[src/rtl/rggen_lock_key_controller.sv]
// Register-access lock controller: a two-key write sequence unlocks rwe/rwl fields.
// Optional relock timeout is compiled in with RGGEN_LOCK_KEY_TIMEOUT_EN.
module rggen_lock_key_controller #(
   parameter int unsigned           KEY_WIDTH = 8,
   parameter logic [KEY_WIDTH-1:0] KEY0      = KEY_WIDTH'(8'h5A),
   parameter logic [KEY_WIDTH-1:0] KEY1      = KEY_WIDTH'(8'hA5),
   parameter int unsigned           TIMEOUT   = 16
) (
   input  logic                 clk,
   input  logic                 rst_n,
   input  logic                 i_key_valid,
   input  logic [KEY_WIDTH-1:0] i_key_data,
   input  logic                 i_lock_request,
   input  logic                 i_freeze,
   output logic                 o_enable,
   output logic                 o_lock,
   output logic [1:0]           o_state,
   output logic                 o_violation,
   output logic                 o_timeout
);

   typedef enum logic [1:0] {
      ST_LOCKED   = 2'd0,
      ST_ARMED    = 2'd1,
      ST_UNLOCKED = 2'd2,
      ST_FROZEN   = 2'd3
   } state_e;

   // Elaboration-time parameter sanity checks
   if (KEY_WIDTH < 1 || KEY_WIDTH > 32) begin : g_bad_key_width
      $error("KEY_WIDTH must be in 1..32");
   end
   if (KEY0 == KEY1) begin : g_bad_keys
      $error("KEY0 and KEY1 must differ");
   end
   if (TIMEOUT < 1 || TIMEOUT > 65535) begin : g_bad_timeout
      $error("TIMEOUT must be in 1..65535");
   end

   state_e state_q, state_d;
   logic   enable_q;
   logic   lock_q;
   logic   violation_q, violation_d;
   logic   timeout_q, timeout_d;
   logic   key0_hit_c;
   logic   key1_hit_c;
   logic   timeout_hit_c;

   // Valid gates the compare so X on idle data never propagates
   assign key0_hit_c = i_key_valid && (i_key_data == KEY0);
   assign key1_hit_c = i_key_valid && (i_key_data == KEY1);

`ifdef RGGEN_LOCK_KEY_TIMEOUT_EN
   localparam int unsigned CNT_W = $clog2(TIMEOUT + 1);

   logic [CNT_W-1:0] cnt_q, cnt_d;

   assign timeout_hit_c = (cnt_q == CNT_W'(TIMEOUT - 1));

   // Counts only while dwelling in ARMED/UNLOCKED; any transition clears it
   always_comb begin
      cnt_d = '0;
      if ((state_q == ST_ARMED || state_q == ST_UNLOCKED) && (state_d == state_q)) begin
         if (cnt_q != CNT_W'(TIMEOUT))
            cnt_d = cnt_q + CNT_W'(1);
         else
            cnt_d = cnt_q;
      end
   end

   always_ff @(posedge clk or negedge rst_n) begin
      if (!rst_n) cnt_q <= '0;
      else        cnt_q <= cnt_d;
   end
`else
   assign timeout_hit_c = 1'b0;
`endif

   // Next-state and event pulses; priority freeze > lock request > key > timeout
   always_comb begin
      state_d     = state_q;
      violation_d = 1'b0;
      timeout_d   = 1'b0;
      if (i_freeze) begin
         state_d = ST_FROZEN;
      end else begin
         case (state_q)
            ST_LOCKED: begin
               if (!i_lock_request && i_key_valid) begin
                  if (key0_hit_c) state_d = ST_ARMED;
                  else            violation_d = 1'b1;
               end
            end
            ST_ARMED: begin
               if (i_lock_request) begin
                  state_d = ST_LOCKED;
               end else if (i_key_valid) begin
                  if (key1_hit_c) begin
                     state_d = ST_UNLOCKED;
                  end else begin
                     state_d     = ST_LOCKED;
                     violation_d = 1'b1;
                  end
               end else if (timeout_hit_c) begin
                  state_d   = ST_LOCKED;
                  timeout_d = 1'b1;
               end
            end
            ST_UNLOCKED: begin
               if (i_lock_request) begin
                  state_d = ST_LOCKED;
               end else if (i_key_valid) begin
                  state_d = key0_hit_c ? ST_ARMED : ST_LOCKED;
               end else if (timeout_hit_c) begin
                  state_d   = ST_LOCKED;
                  timeout_d = 1'b1;
               end
            end
            ST_FROZEN: begin
               violation_d = i_key_valid;
            end
            default: state_d = ST_LOCKED;
         endcase
      end
   end

   always_ff @(posedge clk or negedge rst_n) begin
      if (!rst_n) begin
         state_q     <= ST_LOCKED;
         enable_q    <= 1'b0;
         lock_q      <= 1'b1;
         violation_q <= 1'b0;
         timeout_q   <= 1'b0;
      end else begin
         state_q     <= state_d;
         enable_q    <= (state_d == ST_UNLOCKED);
         lock_q      <= (state_d != ST_UNLOCKED);
         violation_q <= violation_d;
         timeout_q   <= timeout_d;
      end
   end

   assign o_enable    = enable_q;
   assign o_lock      = lock_q;
   assign o_state     = state_q;
   assign o_violation = violation_q;
   assign o_timeout   = timeout_q;

endmodule

[config.mk]
export PLATFORM = sky130hd
export DESIGN_NAME = rggen_lock_key_controller
export DESIGN_NICKNAME = d
export VERILOG_FILES = /design/src/rtl/rggen_lock_key_controller.sv
export SDC_FILE = /design/constraint.sdc
export NUM_CORES = 1
export LEC_CHECK = 0
export BUFFER_PORTS_ARGS = -buffer_cell sky130_fd_sc_hd__buf_2
export CORE_AREA = 10 10 47 49
export CTS_BUF_LIST = sky130_fd_sc_hd__clkbuf_16
export DETAILED_ROUTE_END_ITERATION = 8
export DIE_AREA = 0 0 57 59
export GPL_ROUTABILITY_DRIVEN = 0
export PLACE_DENSITY = 0.48
export RECOVER_POWER = 100
export SLEW_MARGIN = 20
export SYNTH_ARGS = -nofsm -noshare
export SYNTH_HDL_FRONTEND = slang
export SYNTH_SLANG_ARGS = --single-unit
[constraint.sdc]
create_clock -name clk -period 2.28 [get_ports clk]
set_input_delay 0.456 -clock clk [delete_from_list [all_inputs] [get_ports clk]]
set_output_delay 0.456 -clock clk [all_outputs]
set_load 0.02 [all_outputs]
==> results.cfg <==
[pwr]
power_uw = 396.4
leakagePower_uw = 0.0002106
ir_drop_mv = 0.2345
switching_share_pct = 16.81
pwr-share-comb_pct = 6.3
switchingPower_uw = 66.62
internal_power_uw = 329.8
pwr-share-clk_pct = 70.8
power_density_mw_per_mm2 = 820.7
pwr-share-seq_pct = 22.9

[global_routing]
grtUsageTotal_pct = 5.551
grt_pass1_vias = 334
grt_start_max_net_pins = 8
gr-total-overflow = 0
antenna_found_initial = 0
grt_pass1_wl_microns = 1393

[critical_path]
required_ns = 1.82
critical_path_buf_inv_count = 1
path_class = reg -> out
worstReg2RegStart = o_state[1]$_DFF_PN0_
startpoint = o_lock$_DFF_PN1_
crit_arrival_ns = 0.95
rrSetupSlack_ns = 0.98
critical_path.top_delay_family = flip-flops
crit_path_top_delay_cell = dfstp_2
critPathMaxStageDelay_ns = 0.50
crit_chain = clkbuf_1
start_kind = flip-flop
worstSetupEndpointType = output port
worstPathMaxFanout = 1

[logic_synthesis]
syn_inst = 29
synth_top_cell_area_share_pct = 31.87
synth-seq-area-share_pct = 40.24
synth.largest_area_cell = dfrtp_1
syn_area_sq_um = 314.1
synth.net_count = 42
synth_cell_types = 20
synthTopCellsByArea = dfrtp_1 32%, and4bb_2 12%, dfstp_2 8.4%
syn_avg_cell_area_sq_um = 10.83
yosys_warnings = 0
ys_ff_latch = 5

[drt]
routed.top_layer = met4
wl_met1_microns = 357
first_pass_iters = 3
dr_wl_met3_microns = 83
wire_per_inst_microns = 13.18
routed-via-count = 309
wl_met2_microns = 366
drt-initial-drc-count = 5
drc_errors = 0
drtAntennaViolNets = 0
wl_microns = 857
via_per_inst = 4.754

[timing]
period_needed_ns = 1.409
final-hold-violation-count = 0
setup_violations = 0
drv_slew = 0
setup-tns-final_ns = 0
worst_slack_ns = 0.8713
timing.fmax_mhz = 709.9
period_share_pct = 61.79
skew_ns = 0.0004433
rsz0062_at_grt = false

[finish]
fin_nets = 63
final_cell_mix = 11 x buf_2, 6 x clkbuf_1, 4 x dfrtp_1, 3 x and4bb_2, 3 x clkbuf_16
areaGrowthSynthToFinish_pct = 53.78
fin_util_pct = 34.46
final_common_cell = buf_2
n_antenna_cell = 0
fill_cells = 166
drive_gt1_share_pct = 38.78
finalNonFillerCells = 65

[clock_tree]
insertion_delay_ns = 0.22
cts.reportedPaths.clkPinSlew_ns = 0.03
clock_path_buffers = 2
clockRootBuffer = clkbuf_16
postCtsHoldBufs = 0
post_cts_buffers = 0
cts_max_level = 1
clkSinkCount = 5
cts_resized = 0
numCtsBuffers = 3
cts_tree = built

[floorplanning]
start_util_pct = 22.41
fp-row-count = 14
die-area_sq_mm = 0.003363
die_h_microns = 59
coreArea_sq_mm = 0.001401
ioPinCount = 19
chipWidth_microns = 57

[placement]
dp_hpwl_microns = 730
dp.cells = 61
place_ws_ns = 0.7653
port-buffer-count = 17

[outcome]
status = finished clean

[flow_run]
maxCapViolations = 0

[hold_path]
min_path_type = in -> async
-- area by class of cell --
class                      instances  area, sq um  share of cell area [%]
clock buffer                       3        75.07                   15.54
sequential                         5        126.4                   26.17
multi-input combinational         22        176.4                   36.53
timing repair buffer              17        77.57                   16.06
tap                               16        20.02                   4.145
inverter                           1        3.754                  0.7772
clock inverter                     1        3.754                  0.7772
-- metrics by stage --
stage	hold slack [ns]	cell area, sq um
2_1_floorplan	0.1604	314.1
3_3_place_gp	0.2753	411.6
3_5_place_dp	0.2723	411.6
4_1_cts	0.03702	490.5
5_1_grt	0.09184	483.0
6_report	0.06700	483.0
-- metal layers --
metal / vias up / GRT usage (%)
li1: 153 / -
met1: 139 / 5.635
met2: 13 / 6.822
met3: 4 / 2.790
met4: 0 / 8.054
met5: - / 0
-- Yosys cell counts --
cell type and count:
buf_4 1, or4b_1 1, a21oi_1 2, a21o_1 2, dfrtp_1 4, dfstp_2 1
and2_1 1, inv_1 1, a21boi_0 1, conb_1 1, and3_1 1, a221oi_1 1
nand2_1 1, o31a_2 1, and4bb_2 3, a221o_1 1, nand3_1 1, nor3b_1 1
o21bai_1 2, nor4bb_1 2
-- worst paths after layout --
path,cells after the start,to
worst max-delay path,1,o_lock
min in group clk,3,o_state[1]$_DFF_PN0_
worst max register to register,3,o_lock$_DFF_PN1_
worst min register to register,2,o_state[1]$_DFF_PN0_
worst min-delay path,1,o_violation$_DFF_PN0_
max in group asynchronous,1,o_lock$_DFF_PN1_
-- cell families after synthesis --
family / after synthesis / share of synthesized area, %
AOI/OAI and AO/OA: 10 / 24.30
buffers and inverters: 2 / 3.585
and+or+nand+nor: 11 / 30.68
DFF: 5 / 40.24
other: 1 / 1.194
-- state kept, by name, summed over array words and instances, names as in the netlist --
signal	flops
o_enable	1
o_state	2
o_violation	1
o_lock	1
-- power groups by stage --
stage | clock network (uW) | registers [uW] | logic, uW
2_1_floorplan | 0 | 93.3 | 9.09
3_3_place_gp | 0 | 91.9 | 25.3
3_5_place_dp | 0 | 91.7 | 25.7
4_1_cts | 284 | 90.7 | 25.7
5_1_grt | 291 | 90.8 | 27.8
6_report | 281 | 90.8 | 24.8
Power figures use the tool's default switching activity.
